[config.mk]
export PLATFORM = sky130hd
export DESIGN_NAME = tl_d_responder
export DESIGN_NICKNAME = d
export VERILOG_FILES = /design/src/rtl/tl_d_responder.sv
export SDC_FILE = /design/constraint.sdc
export NUM_CORES = 2
export LEC_CHECK = 0
export CORE_MARGIN = 4
export CORE_UTILIZATION = 61
export DETAILED_ROUTE_END_ITERATION = 8
export PLACE_DENSITY = 0.82
export SETUP_SLACK_MARGIN = 0.05
export SYNTH_ARGS = -nofsm -noshare
export SYNTH_HDL_FRONTEND = slang
export SYNTH_SLANG_ARGS = --single-unit
export TNS_END_PERCENT = 20
[constraint.sdc]
create_clock -name clock -period 6 [get_ports clock]
set_input_delay 1.2 -clock clock [delete_from_list [all_inputs] [get_ports clock]]
set_output_delay 1.2 -clock clock [all_outputs]
set_load 0.005 [all_outputs]
[src/rtl/tl_d_responder.sv]
// TileLink-UL manager endpoint backed by a 64-bit register-array scratchpad.
// Optional TL_RESP_ERR_INJECT_EN adds err_inject to corrupt Get beats and drop Put beats.
module tl_d_responder #(
    parameter int unsigned ADDR_W   = 8,
    parameter int unsigned SINK_ID  = 0,
    parameter int unsigned MAX_SIZE = 6
) (
    input  logic        clock,
    input  logic        reset,
`ifdef TL_RESP_ERR_INJECT_EN
    input  logic        err_inject,
`endif
    output logic        a_ready,
    input  logic        a_valid,
    input  logic [2:0]  a_opcode,
    input  logic [2:0]  a_param,
    input  logic [3:0]  a_size,
    input  logic [4:0]  a_source,
    input  logic [31:0] a_address,
    input  logic [7:0]  a_mask,
    input  logic [63:0] a_data,
    input  logic        a_corrupt,
    input  logic        d_ready,
    output logic        d_valid,
    output logic [2:0]  d_opcode,
    output logic [1:0]  d_param,
    output logic [3:0]  d_size,
    output logic [4:0]  d_source,
    output logic [2:0]  d_sink,
    output logic        d_denied,
    output logic [63:0] d_data,
    output logic        d_corrupt
);
    localparam int unsigned WORD_W = ADDR_W - 3;
    localparam int unsigned WORDS  = 1 << WORD_W;

    typedef enum logic [1:0] {S_IDLE, S_RD, S_WR, S_ACK} state_t;

    state_t             state_q, state_d;
    logic [2:0]         cnt_q, cnt_d, last_q, last_d;
    logic [3:0]         size_q, size_d;
    logic [4:0]         source_q, source_d;
    logic [WORD_W-1:0]  base_q, base_d;
    logic               denied_q, denied_d;
    logic               d_valid_d, d_denied_d, d_corrupt_d;
    logic [2:0]         d_opcode_d;
    logic [3:0]         d_size_d;
    logic [4:0]         d_source_d;
    logic [63:0]        d_data_d;

    logic [63:0]        mem [WORDS];
    logic               wr_en;
    logic [WORD_W-1:0]  wr_idx;

    logic               err_c, is_get, is_put, req_denied;
    logic [31:0]        align_mask;
    logic [2:0]         req_last;
    logic [WORD_W-1:0]  a_word, nxt_idx;
    logic               unused_ok;

`ifdef TL_RESP_ERR_INJECT_EN
    assign err_c = err_inject;
`else
    assign err_c = 1'b0;
`endif

    assign unused_ok  = ^a_param;
    assign a_ready    = (state_q == S_IDLE) || (state_q == S_WR);
    assign d_param    = 2'd0;
    assign d_sink     = 3'(SINK_ID);
    assign is_get     = (a_opcode == 3'd4);
    assign is_put     = (a_opcode == 3'd0) || (a_opcode == 3'd1);
    assign align_mask = (32'd1 << a_size) - 32'd1;
    assign a_word     = a_address[ADDR_W-1:3];
    assign nxt_idx    = base_q + WORD_W'(cnt_q + 3'd1);
    assign req_denied = !(is_get || is_put) || (a_size > 4'(MAX_SIZE))
                        || (|(a_address & align_mask)) || (|a_address[31:ADDR_W]);

    // Index of the last beat; oversized (denied) requests clamp to the 3-bit counter.
    always_comb begin
        case (a_size)
            4'd0, 4'd1, 4'd2, 4'd3: req_last = 3'd0;
            4'd4:                   req_last = 3'd1;
            4'd5:                   req_last = 3'd3;
            default:                req_last = 3'd7;
        endcase
    end

    always_ff @(posedge clock) begin
        if (reset) begin
            state_q   <= S_IDLE;
            cnt_q     <= 3'd0;
            last_q    <= 3'd0;
            size_q    <= 4'd0;
            source_q  <= 5'd0;
            base_q    <= '0;
            denied_q  <= 1'b0;
            d_valid   <= 1'b0;
            d_opcode  <= 3'd0;
            d_size    <= 4'd0;
            d_source  <= 5'd0;
            d_denied  <= 1'b0;
            d_data    <= 64'd0;
            d_corrupt <= 1'b0;
        end else begin
            state_q   <= state_d;
            cnt_q     <= cnt_d;
            last_q    <= last_d;
            size_q    <= size_d;
            source_q  <= source_d;
            base_q    <= base_d;
            denied_q  <= denied_d;
            d_valid   <= d_valid_d;
            d_opcode  <= d_opcode_d;
            d_size    <= d_size_d;
            d_source  <= d_source_d;
            d_denied  <= d_denied_d;
            d_data    <= d_data_d;
            d_corrupt <= d_corrupt_d;
        end
    end

    always_comb begin
        state_d     = state_q;
        cnt_d       = cnt_q;
        last_d      = last_q;
        size_d      = size_q;
        source_d    = source_q;
        base_d      = base_q;
        denied_d    = denied_q;
        d_valid_d   = d_valid;
        d_opcode_d  = d_opcode;
        d_size_d    = d_size;
        d_source_d  = d_source;
        d_denied_d  = d_denied;
        d_data_d    = d_data;
        d_corrupt_d = d_corrupt;
        wr_en       = 1'b0;
        wr_idx      = base_q + WORD_W'(cnt_q);

        case (state_q)
            S_IDLE: begin
                if (a_valid) begin
                    size_d   = a_size;
                    source_d = a_source;
                    base_d   = a_word;
                    denied_d = req_denied;
                    last_d   = req_last;
                    cnt_d    = 3'd0;
                    d_size_d   = a_size;
                    d_source_d = a_source;
                    if (is_get) begin
                        state_d     = S_RD;
                        d_valid_d   = 1'b1;
                        d_opcode_d  = 3'd1;
                        d_denied_d  = req_denied;
                        d_corrupt_d = req_denied || err_c;
                        d_data_d    = req_denied ? 64'd0 : mem[a_word];
                    end else begin
                        // Puts write the first beat now; illegal opcodes get a denied AccessAck.
                        wr_idx   = a_word;
                        wr_en    = is_put && !req_denied && !a_corrupt && !err_c;
                        denied_d = req_denied || err_c;
                        if (is_put && (req_last != 3'd0)) begin
                            state_d = S_WR;
                            cnt_d   = 3'd1;
                        end else begin
                            state_d     = S_ACK;
                            d_valid_d   = 1'b1;
                            d_opcode_d  = 3'd0;
                            d_denied_d  = req_denied || err_c;
                            d_data_d    = 64'd0;
                            d_corrupt_d = 1'b0;
                        end
                    end
                end
            end
            S_WR: begin
                if (a_valid) begin
                    wr_en    = !denied_q && !a_corrupt && !err_c;
                    denied_d = denied_q || err_c;
                    if (cnt_q == last_q) begin
                        state_d     = S_ACK;
                        d_valid_d   = 1'b1;
                        d_opcode_d  = 3'd0;
                        d_size_d    = size_q;
                        d_source_d  = source_q;
                        d_denied_d  = denied_q || err_c;
                        d_data_d    = 64'd0;
                        d_corrupt_d = 1'b0;
                    end else begin
                        cnt_d = cnt_q + 3'd1;
                    end
                end
            end
            S_RD: begin
                if (d_ready) begin
                    if (cnt_q == last_q) begin
                        state_d   = S_IDLE;
                        d_valid_d = 1'b0;
                    end else begin
                        cnt_d       = cnt_q + 3'd1;
                        d_data_d    = denied_q ? 64'd0 : mem[nxt_idx];
                        d_corrupt_d = denied_q || err_c;
                    end
                end
            end
            S_ACK: begin
                if (d_ready) begin
                    state_d   = S_IDLE;
                    d_valid_d = 1'b0;
                end
            end
            default: state_d = S_IDLE;
        endcase
    end

    // Scratchpad is intentionally not reset; byte-lane masked writes.
    always_ff @(posedge clock) begin
        if (wr_en && !reset) begin
            for (int b = 0; b < 8; b++) begin
                if (a_mask[b]) mem[wr_idx][b*8 +: 8] <= a_data[b*8 +: 8];
            end
        end
    end
endmodule
# After elaboration in Yosys (flattened, before gate mapping)
# Memories as Yosys holds them, arrays and structs flattened.
# Cells that the tools add are included.
[totals]
output_inout_bits = 85
inputBits = 124
register_bits = 102
mem_bits_rw = 2048
n_memories = 1
elab_cells = 168
[mem_list]
columns = ["name", "depth", "word_bits", "read_ports", "rd_ports_with_merged_regs", "write_ports", "line", "text"]
rows = [
  ["mem", 32, 64, 2, 0, 1, "51", "logic [63:0] mem [WORDS];"],
]
[classes]
n_eq_ne = 19
magnitude_cmp = 1
bitwise_logic = 1
n_reduce_logical = 32
muxes = 94
shifts = 1
add_sub_neg = 5
[op_table]
columns = ["op", "n"]
rows = [
  ["$mux W64", 9],
  ["$pmux W64 S3", 1],
  ["$mux W1", 49],
  ["$and A32 B32 Y32", 1],
  ["$reduce_or A32 Y1", 1],
  ["$shl A1 B4 Y32 const A", 1],
  ["$sub A32 B1 Y32 const B", 1],
  ["$mux W5", 6],
  ["$mux W3", 9],
  ["$reduce_or A24 Y1", 1],
  ["$pmux W3 S3", 2],
  ["$mux W2", 7],
  ["$reduce_and A7 Y1", 2],
  ["$mux W4", 3],
  ["$ne A2 B2 Y1 const B", 6],
  ["$pmux W5 S2", 1],
  ["$eq A4 B2 Y1 const B", 2],
  ["$eq A4 B3 Y1 const B", 2],
  ["$pmux W2 S4", 1],
  ["$pmux W4 S2", 1],
  ["$reduce_and A4 Y1", 2],
  ["$logic_or A1 B1 Y1", 6],
  ["$pmux W3 S2", 1],
  ["$reduce_and A6 Y1", 1],
  ["other kinds (26)", 37],
]

# Depth between registers and ports, before layout
[logic_depth]
word_depth = 16
depth_mapped = 14
depth_no_buf = 10

# Worst setup path before layout
# OpenSTA, ideal clock, no wires.
[synth_path]
path_kind = "input to register"
from = "input a_size[3]"
to = "memory mem[24][32], enable pin"
t_arrival_ns = 4.526
setup_ns = 0.395
stages = 11
required_ns = 5.605
n_path_buf = 4
slack_ns = 1.079
cell_sequence = "or4_4 > ha_1 > clkbuf_1 > xor2_1 > a2111oi_4 > nand4_2 > o31a_1 > buf_6 > buf_6 > buf_2 > nor4_1"
[synth_between]
elab_chain_cells = 15
word_cells_on_any_way = 17
cone_classes = "add/sub (1); order compare (1); shift (1); mux (5); bitwise (1); reduce/logical (8)"
[synth_lines]
columns = ["element", "line", "text"]
rows = [
  ["from (decl)", "17", "input logic [3:0] a_size,"],
  ["$shl A1 B4 Y32", "73", "assign align_mask = (32'd1 << a_size) - 32'd1;"],
  ["$sub A32 B1 Y32", "73", ""],
  ["$and A32 B32 Y32", "77", "|| (|(a_address & align_mask)) || (|a_address[31:ADDR_W]);"],
  ["$reduce_or A32 Y1", "77", ""],
  ["$logic_or A1 B1 Y1 * (2 in a row)", "77", ""],
  ["$logic_not A1 Y1 *", "162", "wr_en = is_put && !req_denied && !a_corrupt && !err_c;"],
  ["$logic_and A1 B1 Y1 * (2 in a row)", "162", ""],
  ["$mux W1 *", "152", "if (is_get) begin"],
  ["$mux W1 *", "143", "if (a_valid) begin"],
  ["$pmux W1 S2 *", "141", "case (state_q)"],
  ["$logic_and A1 B1 Y1 *", "220", "if (wr_en && !reset) begin"],
  ["$mux W1 *", "220", ""],
  ["$mux W1 (not written as such) *", "222", "if (a_mask[b]) mem[wr_idx][b*8 +: 8] <= a_data[b*8 +: 8];"],
  ["to (decl)", "51", ""],
]
# Mark *: on every way between the ends. The rest lies on a longest branch, timed or not.

# Worst setup path in the final report
[layout_path]
from = "input a_size[3]"
to = "memory mem[26][28], enable pin"
# Same word-level chain as after synthesis.

==> results.py <==
metrics = {
    "clocking": {
        "htreeDepth": 4,
        "path_clk_slew_ns": 0.06,
        "cts_tree": "yes",
        "cts_setup_buffers": 0,
        "cts_hold_buf": 0,
        "cts.repair.resized": 0,
        "clock_path_buffers": 3,
        "root_buffer": "clkbuf_16",
        "cts_buffers": 202,
        "cts_sinks": 2148,
        "insertion_delay_ns": 0.85,
    },
    "yosys": {
        "synth.top_cell.area_share_pct": 62.10,
        "synth_commonest_cells": "edfxtp_1, mux4_2, nand2_1, mux2i_1, clkbuf_1",
        "synth_flop_cell": "edfxtp_1",
        "synthArstFlopShare_pct": 0,
        "synth_most_common_cell": "edfxtp_1",
        "synth_seq_cells": 2148,
        "synthCells": 5553,
        "yosys-top-cells-area": "edfxtp_1, mux4_2, mux2i_1",
        "synth_edf_count": 2048,
        "yosys_warnings": 0,
        "synth_top_area_cell": "edfxtp_1",
        "synth.distinct_cells": 60,
        "yosysSeqAreaShare_pct": 64.12,
        "syn_area_mm2": 0.09903,
        "synth_area_per_cell_um2": 17.83,
    },
    "critical_path": {
        "cp.arrival_ns": 5.36,
        "cp_slowest_stage_delay_ns": 0.58,
        "cp_data_required_time_ns": 6.55,
        "cp_max_fo": 42,
        "crit_path_frequent_cell": "buf_4",
        "r2r_setup_slack_ns": 1.41,
        "slowest_stage": "o31a_2",
        "endpoint_kind": "register",
        "r2r-end": "d_data[14]$_SDFFE_PP0P_",
        "r2r-start": "cnt_q[0]$_SDFFE_PP0P_",
        "critPathLaunchType": "primary input",
        "ff2ff_path_depth": 12,
        "path_cells": "clkdlybuf4s50_1, or4_4, ha_1, xor2_1, a2111oi_4, nand4_2, o31a_2, buf_12, buf_4, nor4_2, buf_4",
        "worstSetupPathType": "in2reg",
    },
    "hold_path": {
        "hold_depth": 2,
        "hp-class": "reg2reg",
        "whs_endpoint": "size_q[2]$_SDFFE_PP0P_",
        "min_from": "size_q[2]$_SDFFE_PP0P_",
    },
    "place": {
        "dp_hpwl_mm": 181.5,
        "numPortBuffers": 198,
        "place.gp.congestion": 0.9165,
        "placed_cell_area_mm2": 0.1063,
    },
    "drt": {
        "viasPerCell": 7.659,
        "route.detailed.drc": 0,
        "drt_first_pass_iters": 9,
        "wire_per_inst_um": 36.90,
        "drt-total-wl_mm": 304.3,
        "detail-route-antenna-nets": 0,
        "vias": 63150,
        "drt_iter0_markers": 10770,
    },
    "sta": {
        "final_max_slew_viol_count": 0,
        "clock.fmax_mhz": 207.7,
        "report.final.hold_viol_count": 0,
        "layout_min_cycle_time_ns": 4.814,
        "finClkSkew_ns": 0.02447,
        "setup_tns_ns": 0,
        "slew_headroom_pct": 7.448,
        "grt_setup_unrepaired": "false",
        "report.final.setup_viol": 0,
        "period_share_pct": 80.23,
        "tightestPinTransition_ns": 1.385,
    },
    "finish": {
        "fillers": 9276,
        "fin_area_mm2": 0.1129,
        "nNetsFinal": 6036,
        "fin_util_pct": 70.13,
        "areaGrowthSynthToFinish_pct": 13.97,
        "multiInputGateArea_mm2": 0.03458,
        "drive_gt1_share_pct": 30.71,
        "seq_area_mm2": 0.06350,
    },
    "floorplanning": {
        "rows": 147,
        "io_pins": 209,
        "die-area_mm2": 0.1689,
        "start_util_pct": 61.54,
        "core_region_area_mm2": 0.1609,
        "die_y_um": 410.9,
        "die_w_um": 410.9,
    },
    "global_route": {
        "grt_pass1_wl_mm": 439.3,
        "first_global_vias": 63390,
        "grt_max_degree": 132,
        "grtUsageTotal_pct": 36.22,
        "antenna_found_initial": 17,
        "overflow": 0,
    },
    "power_and_ir_drop": {
        "peakVddDrop_mv": 0.5207,
        "leakagePower_nw": 35.53,
        "power_density_mw_per_mm2": 373.6,
    },
    "status": {
        "status": "complete, no violations",
    },
    "flow_run": {
        "cap_violations": 0,
    },
}
==> power by group <==
part,internal (mW),switching [mW]
Combinational,5.73,6.90
Clock,7.12,5.60
Sequential,16.6,0.204
==> routing by layer <==
| metal | global-route usage (%) | part of all wire [%] | up-vias |
|---|---|---|---|
| met4 | 20.65 | 7.0 | 8 |
| met2 | 53.60 | 45 | 6360 |
| met5 | 0.1149 | 0.016 | - |
| met1 | 46.97 | 31 | 31430 |
| li1 | - | - | 24100 |
| met3 | 13.17 | 17 | 1264 |
==> cell usage in the layout, fill, tap and decap left out, drive strengths merged, types with 79 or more instances in the layout <==
cell / netlist / layout
mux4: 954 / 954
a211oi: 79 / 79
dfxtp: 100 / 100
edfxtp: 2048 / 2048
clkdlybuf4s50: 0 / 194
o22ai: 253 / 253
nor2: 238 / 238
nand2: 339 / 339
nor4: 235 / 235
clkbuf: 319 / 286
a21oi: 183 / 183
mux2i: 320 / 320
buf: 174 / 435
==> stage by stage <==
step                      power (mW)  instances  setup slack, ns  hold slack, ns
after floorplan                25.65       5559            1.079          0.4360
after detailed placement       29.41       7855           0.4635          0.4486
after global routing           43.44       8235            1.123          0.4768
final                          42.17       8245            1.186          0.4538
after CTS                      41.97       8233            1.320          0.4565
after global placement         29.09       7855           0.5412          0.4413
==> state kept, by name (all words and copies together), names as in the netlist <==
| register | count |
|---|---|
| mem | 2048 |
| d_data | 64 |
| base_q | 5 |
| d_source | 5 |
| source_q | 5 |
| d_size | 4 |
| size_q | 4 |
| cnt_q | 3 |
| last_q | 3 |
| state_q | 2 |
| d_corrupt | 1 |
| d_denied | 1 |
| d_opcode | 1 |
| d_valid | 1 |
| denied_q | 1 |
==> cells by family after synthesis <==
family / after synthesis / synth area share [%]
muxes: 1274 / 24.93
AOI/OAI and AO/OA: 634 / 4.027
and+or+nand+nor: 959 / 4.552
xor gates and xnor gates: 12 / 0.1061
adders and majority gates: 13 / 0.1794
other: 1 / 0.003787
DFF: 2148 / 64.12
buffers and inverters: 512 / 2.081
==> how the worst max path moves through the flow <==
stage,slack (ns),from,endpoint,cells past startpoint
2_1_floorplan,1.08,a_size[3],mem[24][32]$_DFFE_PP_,11
3_3_place_gp,0.54,a_size[3],mem[26][27]$_DFFE_PP_,11
3_5_place_dp,0.46,a_size[3],mem[4][1]$_DFFE_PP_,11
4_1_cts,1.32,a_size[3],mem[26][26]$_DFFE_PP_,11
5_1_grt,1.12,a_size[3],mem[26][25]$_DFFE_PP_,11
6_report,1.19,a_size[3],mem[26][28]$_DFFE_PP_,11
==> final cells by class <==
class / count / area share (%)
flip-flops and latches: 2148 / 56.26
multi-input cells: 2899 / 30.64
clock buffers: 286 / 5.005
repair buffers: 629 / 4.869
well taps: 2160 / 2.394
clock inverters: 92 / 0.7438
inverters: 19 / 0.06319
diodes: 12 / 0.02661
==> worst max-delay path: cells and delay by family <==
kind | cells | cell delay [ns]
buf+inv | 4 | 1.34
xor+xnor | 1 | 0.22
compound gates | 2 | 0.96
simple gates | 3 | 1.29
fa+ha+maj | 1 | 0.30
(Power assumes the default switching activity.)
